[src/rtl/muldiv_sequencer.sv]
// muldiv_sequencer: iterative multiply/divide unit owning the HI/LO pair.
// Radix-2 shift-add multiply and restoring divide, one iteration per clock,
// WIDTH iterations, followed by a sign-correction/commit cycle. Stalls the
// datapath when a HI/LO instruction arrives while an operation is in flight.
module muldiv_sequencer #(
    parameter int WIDTH = 32
) (
    input  logic             clk,
    input  logic             reset,
    input  logic             start,
    input  logic [1:0]       op,
    input  logic [WIDTH-1:0] a,
    input  logic [WIDTH-1:0] b,
    input  logic             use_hilo,
    input  logic             mthi,
    input  logic             mtlo,
    input  logic [WIDTH-1:0] wdata,
    output logic             stall,
    output logic             busy,
    output logic             done,
    output logic [WIDTH-1:0] hi,
    output logic [WIDTH-1:0] lo
);

    localparam int CW = (WIDTH > 1) ? $clog2(WIDTH) : 1;
    localparam logic [CW-1:0] LAST = CW'(WIDTH - 1);

    typedef enum logic [1:0] {
        S_IDLE   = 2'd0,
        S_RUN    = 2'd1,
        S_FINISH = 2'd2
    } state_t;

    // Two's-complement negation of a WIDTH-bit value.
    function automatic logic [WIDTH-1:0] f_neg(input logic signed [WIDTH-1:0] x);
        return -x;
    endfunction

    // Two's-complement negation of the double-width product.
    function automatic logic [2*WIDTH-1:0] f_neg2(input logic signed [2*WIDTH-1:0] x);
        return -x;
    endfunction

    // Magnitude for signed ops; raw value for unsigned ops. The most negative
    // value maps onto itself, which is the correct unsigned magnitude.
    function automatic logic [WIDTH-1:0] f_mag(input logic signed [WIDTH-1:0] x,
                                               input logic               is_signed);
        return (is_signed && x[WIDTH-1]) ? f_neg(x) : x;
    endfunction

    state_t               r_state;
    state_t               w_state_next;
    logic                 r_busy;
    logic                 r_done;
    logic [CW-1:0]        r_count;
    logic [WIDTH-1:0]     r_hi;
    logic [WIDTH-1:0]     r_lo;

    // Operation context captured at start; datapath only, no reset needed.
    logic                 r_is_div;
    logic                 r_neg_q;
    logic                 r_neg_r;
    logic                 r_div0;
    logic [WIDTH-1:0]     r_opb;
    logic [2*WIDTH-1:0]   r_acc;

    logic                 w_load;
    logic                 w_iter;
    logic                 w_commit;
    logic                 w_move_ok;

    logic [WIDTH-1:0]     w_mag_a;
    logic [WIDTH-1:0]     w_mag_b;
    logic [WIDTH:0]       w_mul_sum;
    logic [2*WIDTH-1:0]   w_mul_next;
    logic [WIDTH:0]       w_div_sh;
    logic [WIDTH:0]       w_div_diff;
    logic                 w_div_ge;
    logic [2*WIDTH-1:0]   w_div_next;
    logic [2*WIDTH-1:0]   w_prod;
    logic [WIDTH-1:0]     w_quot;
    logic [WIDTH-1:0]     w_rem;
    logic [WIDTH-1:0]     w_hi_res;
    logic [WIDTH-1:0]     w_lo_res;

    // State register; busy is registered alongside so it mirrors state != IDLE.
    always_ff @(posedge clk) begin
        if (reset) begin
            r_state <= S_IDLE;
            r_busy  <= 1'b0;
        end else begin
            r_state <= w_state_next;
            r_busy  <= (w_state_next != S_IDLE);
        end
    end

    // Next-state logic: IDLE -> RUN on start, WIDTH RUN cycles, one FINISH.
    always_comb begin
        w_state_next = r_state;
        case (r_state)
            S_IDLE:   if (start) w_state_next = S_RUN;
            S_RUN:    if (r_count == LAST) w_state_next = S_FINISH;
            S_FINISH: w_state_next = S_IDLE;
            default:  w_state_next = S_IDLE;
        endcase
    end

    // Control strobes decoded from the current state.
    always_comb begin
        w_load    = 1'b0;
        w_iter    = 1'b0;
        w_commit  = 1'b0;
        w_move_ok = 1'b0;
        case (r_state)
            S_IDLE: begin
                w_load    = start;
                w_move_ok = ~start;
            end
            S_RUN:    w_iter   = 1'b1;
            S_FINISH: w_commit = 1'b1;
            default: ;
        endcase
    end

    // Iteration counter, cleared on launch and advanced once per RUN cycle.
    always_ff @(posedge clk) begin
        if (reset) begin
            r_count <= '0;
        end else if (w_load) begin
            r_count <= '0;
        end else if (w_iter) begin
            r_count <= r_count + CW'(1);
        end
    end

    // Operand magnitudes and one shift-add / restoring-divide step.
    always_comb begin
        w_mag_a    = f_mag(a, op[0]);
        w_mag_b    = f_mag(b, op[0]);

        w_mul_sum  = {1'b0, r_acc[2*WIDTH-1:WIDTH]} + {1'b0, r_opb};
        w_mul_next = r_acc[0] ? {w_mul_sum, r_acc[WIDTH-1:1]}
                              : {1'b0, r_acc[2*WIDTH-1:1]};

        // Shifted partial remainder needs one extra bit before the trial subtract.
        w_div_sh   = {r_acc[2*WIDTH-1:WIDTH], r_acc[WIDTH-1]};
        w_div_diff = w_div_sh - {1'b0, r_opb};
        w_div_ge   = (w_div_sh >= {1'b0, r_opb});
        w_div_next = w_div_ge ? {w_div_diff[WIDTH-1:0], r_acc[WIDTH-2:0], 1'b1}
                              : {w_div_sh[WIDTH-1:0],   r_acc[WIDTH-2:0], 1'b0};
    end

    // Accumulator: loaded at launch, stepped in RUN. For multiply the upper
    // half accumulates and the multiplier shifts out of the lower half; for
    // divide the upper half is the remainder and the lower half the quotient.
    always_ff @(posedge clk) begin
        if (w_load) begin
            r_is_div <= op[1];
            r_neg_q  <= op[0] & (a[WIDTH-1] ^ b[WIDTH-1]);
            r_neg_r  <= op[0] & a[WIDTH-1];
            r_div0   <= (b == '0);
            r_opb    <= op[1] ? w_mag_b : w_mag_a;
            r_acc    <= op[1] ? {{WIDTH{1'b0}}, w_mag_a} : {{WIDTH{1'b0}}, w_mag_b};
        end else if (w_iter) begin
            r_acc    <= r_is_div ? w_div_next : w_mul_next;
        end
    end

    // Sign correction and result mapping applied in FINISH. Divide by zero
    // forces an all-ones quotient; the remainder already equals the dividend
    // because every trial subtract of zero succeeds.
    always_comb begin
        w_prod   = r_neg_q ? f_neg2(r_acc) : r_acc;
        w_quot   = r_div0 ? {WIDTH{1'b1}}
                          : (r_neg_q ? f_neg(r_acc[WIDTH-1:0]) : r_acc[WIDTH-1:0]);
        w_rem    = r_neg_r ? f_neg(r_acc[2*WIDTH-1:WIDTH]) : r_acc[2*WIDTH-1:WIDTH];
        w_hi_res = r_is_div ? w_rem  : w_prod[2*WIDTH-1:WIDTH];
        w_lo_res = r_is_div ? w_quot : w_prod[WIDTH-1:0];
    end

    // HI/LO commit at the FINISH edge, moves only in IDLE without start.
    always_ff @(posedge clk) begin
        if (reset) begin
            r_hi   <= '0;
            r_lo   <= '0;
            r_done <= 1'b0;
        end else begin
            r_done <= w_commit;
            if (w_commit) begin
                r_hi <= w_hi_res;
                r_lo <= w_lo_res;
            end else if (w_move_ok) begin
                if (mthi) r_hi <= wdata;
                if (mtlo) r_lo <= wdata;
            end
        end
    end

    assign stall = use_hilo & r_busy;
    assign busy  = r_busy;
    assign done  = r_done;
    assign hi    = r_hi;
    assign lo    = r_lo;

endmodule

[config.mk]
export PLATFORM = sky130hd
export DESIGN_NAME = muldiv_sequencer
export DESIGN_NICKNAME = d
export VERILOG_FILES = /design/src/rtl/muldiv_sequencer.sv
export SDC_FILE = /design/constraint.sdc
export NUM_CORES = 1
export LEC_CHECK = 0
export ABC_AREA = 1
export CAP_MARGIN = 10
export CORE_MARGIN = 1
export CORE_UTILIZATION = 50
export DETAILED_ROUTE_END_ITERATION = 16
export PLACE_DENSITY = 0.72
export SLEW_MARGIN = 10
export SYNTH_ARGS = -nofsm -noshare
export SYNTH_HDL_FRONTEND = slang
export SYNTH_SLANG_ARGS = --single-unit
export TNS_END_PERCENT = 5
[constraint.sdc]
create_clock -name clk -period 4.4 [get_ports clk]
set_input_delay 0.88 -clock clk [delete_from_list [all_inputs] [get_ports clk]]
set_output_delay 0.88 -clock clk [all_outputs]
set_load 0.05 [all_outputs]
==> run_results.csv <==
group,metric,value,unit
synth,synth-xor-area-share,4.21,%
power,p_int,0.00403,W
global_route,grt-ovfl-total,0,
synth,synth_edf_count,100,
global_route,grt_pass1_vias,19500,
cts,cts_buffer_depth,2,
sta,slew_violations,0,
sta,tightest_slew,1200,ps
global_route,busiest_layer,"met2",
worst_setup_path,cp_slowest_cell,"edfxtp_1",
hold_path,hp-start,"r_count[4]",
drt,drcViolationCount,0,
cts,cts_tree,"yes",
floorplanning,io_pins,171,
worst_setup_path,crit_type,"register to register",
drt,drtIter0Drc,2767,
worst_setup_path,critPathTopFamily,"simple AND/OR/NAND/NOR gates",
synth,synthSimpleGateAreaFrac,42.0,%
worst_setup_path,critPathArrivalTime,3350,ps
final_layout,final_nets,3383,
placement,place_ws,936,ps
synth,ys_seq_area_share,24.7,%
synth,ys_ff_latch,173,
global_route,grt_max_degree,156,
final_layout,final_common_cell,"nand2_1",
worst_setup_path,r2r_slack,1230,ps
hold_path,hold_depth,2,
floorplanning,rows,69,
worst_setup_path,reg2reg_to,"r_acc[60]",
drt,viasPerCell,5.76,
worst_setup_path,slowest_delay,620,ps
cts,cts_hold_buf,0,
final_layout,area_growth_syn_to_layout,14.7,%
sta,fmax,316,MHz
drt,dr_total_vias,21200,
floorplanning,coreArea,35600,um2
synth,muxShareOfSynthArea,0,%
synth,synth_cell_type_count,51,
synth,synth.cell_area,18100,um2
synth,synth_top_family_by_area,"simple AND/OR/NAND/NOR gates",
drt,wirelength,75.1,mm
cts,clock_latency,460,ps
synth,synth_fp_nets,3274,
hold_path,hold_path_end,"r_count[4]",
placement,port_buffers,170,
synth,syn_area_per_cell,5.84,um2
worst_setup_path,reg2reg_from,"r_acc[32]",
cts,clk_pin_slew,80,ps
power,power_frac_seq,28.4,%
cts,ctsResizeCount,0,
sta,setup-tns-final,0,ps
global_route,antenna_found_initial,1,
global_route,grt_pass1_wl,113,mm
global_route,use_met2,64.7,%
power,p_sw,0.00415,W
worst_setup_path,critPathCaptureType,"register",
floorplanning,start_util,50.9,%
drt,ant_nets,0,
synth,syn-instance-count,3098,
sta,hold_viol_final,0,
sta,rsz0062_at_grt,"no",
power,clockPowerShare,19.6,%
global_route,grtUsageMet3,6.58,%
run,maxCapViolations,0,
status,outcome,"completed",
final_layout,final_cell_mix,"nand2_1, inv_1, nor2_1, nand3_1, o21ai_0",
synth,ys_warn_count,0,
final_layout,final_cells,3682,
floorplanning,die_x,192,um
floorplanning,dieArea,37000,um2
global_route,grtUsageMet1,52.9,%
sta,slew_headroom,19.7,%
worst_setup_path,cp.required,4580,ps
drt,wl_per_cell,20.4,um
synth,synth_adder_area_share,5.06,%
placement,dp_cells,3649,
sta,post-route-period-util,72.0,%
worst_setup_path,crit_chain,"inv_1 -> fa_1 -> inv_1 -> nand3_1 -> nand3_1 -> nand3_1 -> nand2_1 -> nand2_1 -> nand2_1 -> nand2_1 -> nand2_1 -> nand2_1 -> nand3_1 -> a21oi_1",
drt,dr.pass1.iters,8,
cts,cts.sink_count,173,
cts,numCtsBuffers,17,
worst_setup_path,cp-start-kind,"register",
placement,gp_congestion,1.07,
power,combPwrFrac,52.0,%
worst_setup_path,crit_path_start,"r_acc[32]",
final_layout,layout-drive-gt1-share,3.94,%
cts,cts_htree_levels,4,
synth,synth_compound_area_share,12.7,%
worst_setup_path,worst_path_most_repeated_cell,"nand2_1",
synth,synth_ff_type,"edfxtp_1",
sta,fin_ws,1230,ps
worst_setup_path,path_max_fanout,7,
power,p_leak,10.1,nW
floorplanning,die_h,192,um
worst_setup_path,path_buf_inv,2,
synth,synthArstFlopShare,0,%
hold_path,hp-class,"register to register",
placement,dp_hpwl,60.3,mm
global_route,grt_usage,40.7,%
sta,setup_viol,0,
cts,post_cts_buffers,0,
sta,fin_worst_skew,15.7,ps
worst_setup_path,rr_worst_depth,14,
cts,root_buffer,"clkbuf_16",
power,power.density,394,nW/um2
power,peakVddDrop,305,uV
power,sw_frac_of_total,50.8,%
sta,fin_crit,3170,ps
registers in the layout, indices dropped and copies added, names as in the netlist:
name      flops
done          1
r_opb        32
r_count       5
lo           32
hi           32
r_div0        1
r_acc        64
r_is_div      1
r_neg_q       1
r_neg_r       1
busy          1
r_state       2
metal layers:
metal	wire [um]	part of all wire [%]	vias to the layer above
met5	13	0.017	-
met4	4710	6.3	2
met3	7670	10	238
met2	33100	44	1177
met1	29600	39	9592
li1	-	-	10200
logic make-up (layout without fill, tap and decap cells):
family	Yosys count	count (layout)
adders and majority gates	72	72
AOI/OAI and AO/OA	434	434
xor gates and xnor gates	87	87
buffers and inverters	530	652
DFF	173	173
other	0	1
and+or+nand+nor	1802	1802
layout make-up:
class | instances | area (um2)
fill | 3585 | 14800
timing repair buffer | 197 | 1940
antenna | 1 | 2.50
clock buffer | 17 | 425
sequential | 173 | 4460
clock inverter | 15 | 185
inverter | 423 | 1590
multi-input combinational | 2395 | 11600
tap | 461 | 577
worst max path at each step:
stage           endpoint  cells past startpoint  slack, ps
4_1_cts            stall                      4       1260
3_3_place_gp      lo[25]                      9       1010
3_5_place_dp      lo[21]                      9        940
5_1_grt            hi[8]                      9       1040
6_report       r_acc[60]                     14       1230
2_1_floorplan   r_acc[0]                      2        300
synthesized netlist by cell type, types with 2 or more instances:
cell / number / area, um2
a21oi_1: 154 / 771
a22oi_1: 2 / 15.0
a31oi_1: 22 / 138
and2_1: 6 / 37.5
buf_1: 18 / 67.6
buf_2: 31 / 155
buf_4: 4 / 30.0
buf_6: 3 / 33.8
clkbuf_1: 51 / 191
clkinv_1: 2 / 7.51
dfxtp_1: 73 / 1460
edfxtp_1: 100 / 3000
fa_1: 2 / 40.0
ha_1: 70 / 876
inv_1: 406 / 1520
inv_2: 14 / 52.6
nand2_1: 1030 / 3870
nand2_2: 8 / 50.1
nand3_1: 303 / 1520
nand3_2: 3 / 30.0
nand3b_1: 8 / 60.1
nand4_1: 55 / 344
nor2_1: 319 / 1200
nor2_2: 13 / 81.3
nor2_4: 4 / 45.0
nor3_1: 26 / 130
nor3_2: 2 / 20.0
nor3b_1: 3 / 22.5
nor4_1: 3 / 18.8
o211ai_1: 14 / 105
o21a_1: 3 / 22.5
o21ai_0: 198 / 991
o21ai_1: 23 / 115
o21ai_2: 5 / 43.8
o21bai_1: 2 / 15.0
o22ai_1: 7 / 43.8
or2_1: 3 / 18.8
or2_2: 10 / 62.6
xnor2_1: 9 / 78.8
xor2_1: 78 / 683
worst min-delay path: cells and delay by family (launching register included):
kind            cells  cell delay [ps]
flops               1              320
simple gates        1               60
compound gates      1               50
power by group through the flow:
stage | sequential, W | clock, W | combinational, W
2_1_floorplan | 0.00223 | 0 | 0.00273
3_3_place_gp | 0.00232 | 0 | 0.00408
3_5_place_dp | 0.00232 | 0 | 0.00413
4_1_cts | 0.00229 | 0.00160 | 0.00415
5_1_grt | 0.00231 | 0.00167 | 0.00467
6_report | 0.00232 | 0.00161 | 0.00425
stage by stage:
step	power [W]	hold slack, ps	cell area [um2]	util [%]
floorplan	0.00497	450	18100	-
global placement	0.00640	459	20100	56.6
detailed placement	0.00645	461	20100	56.6
CTS	0.00805	473	20800	58.4
global route	0.00864	504	20800	58.4
finish	0.00818	474	20800	58.4
Power figures use the tool's default switching activity.
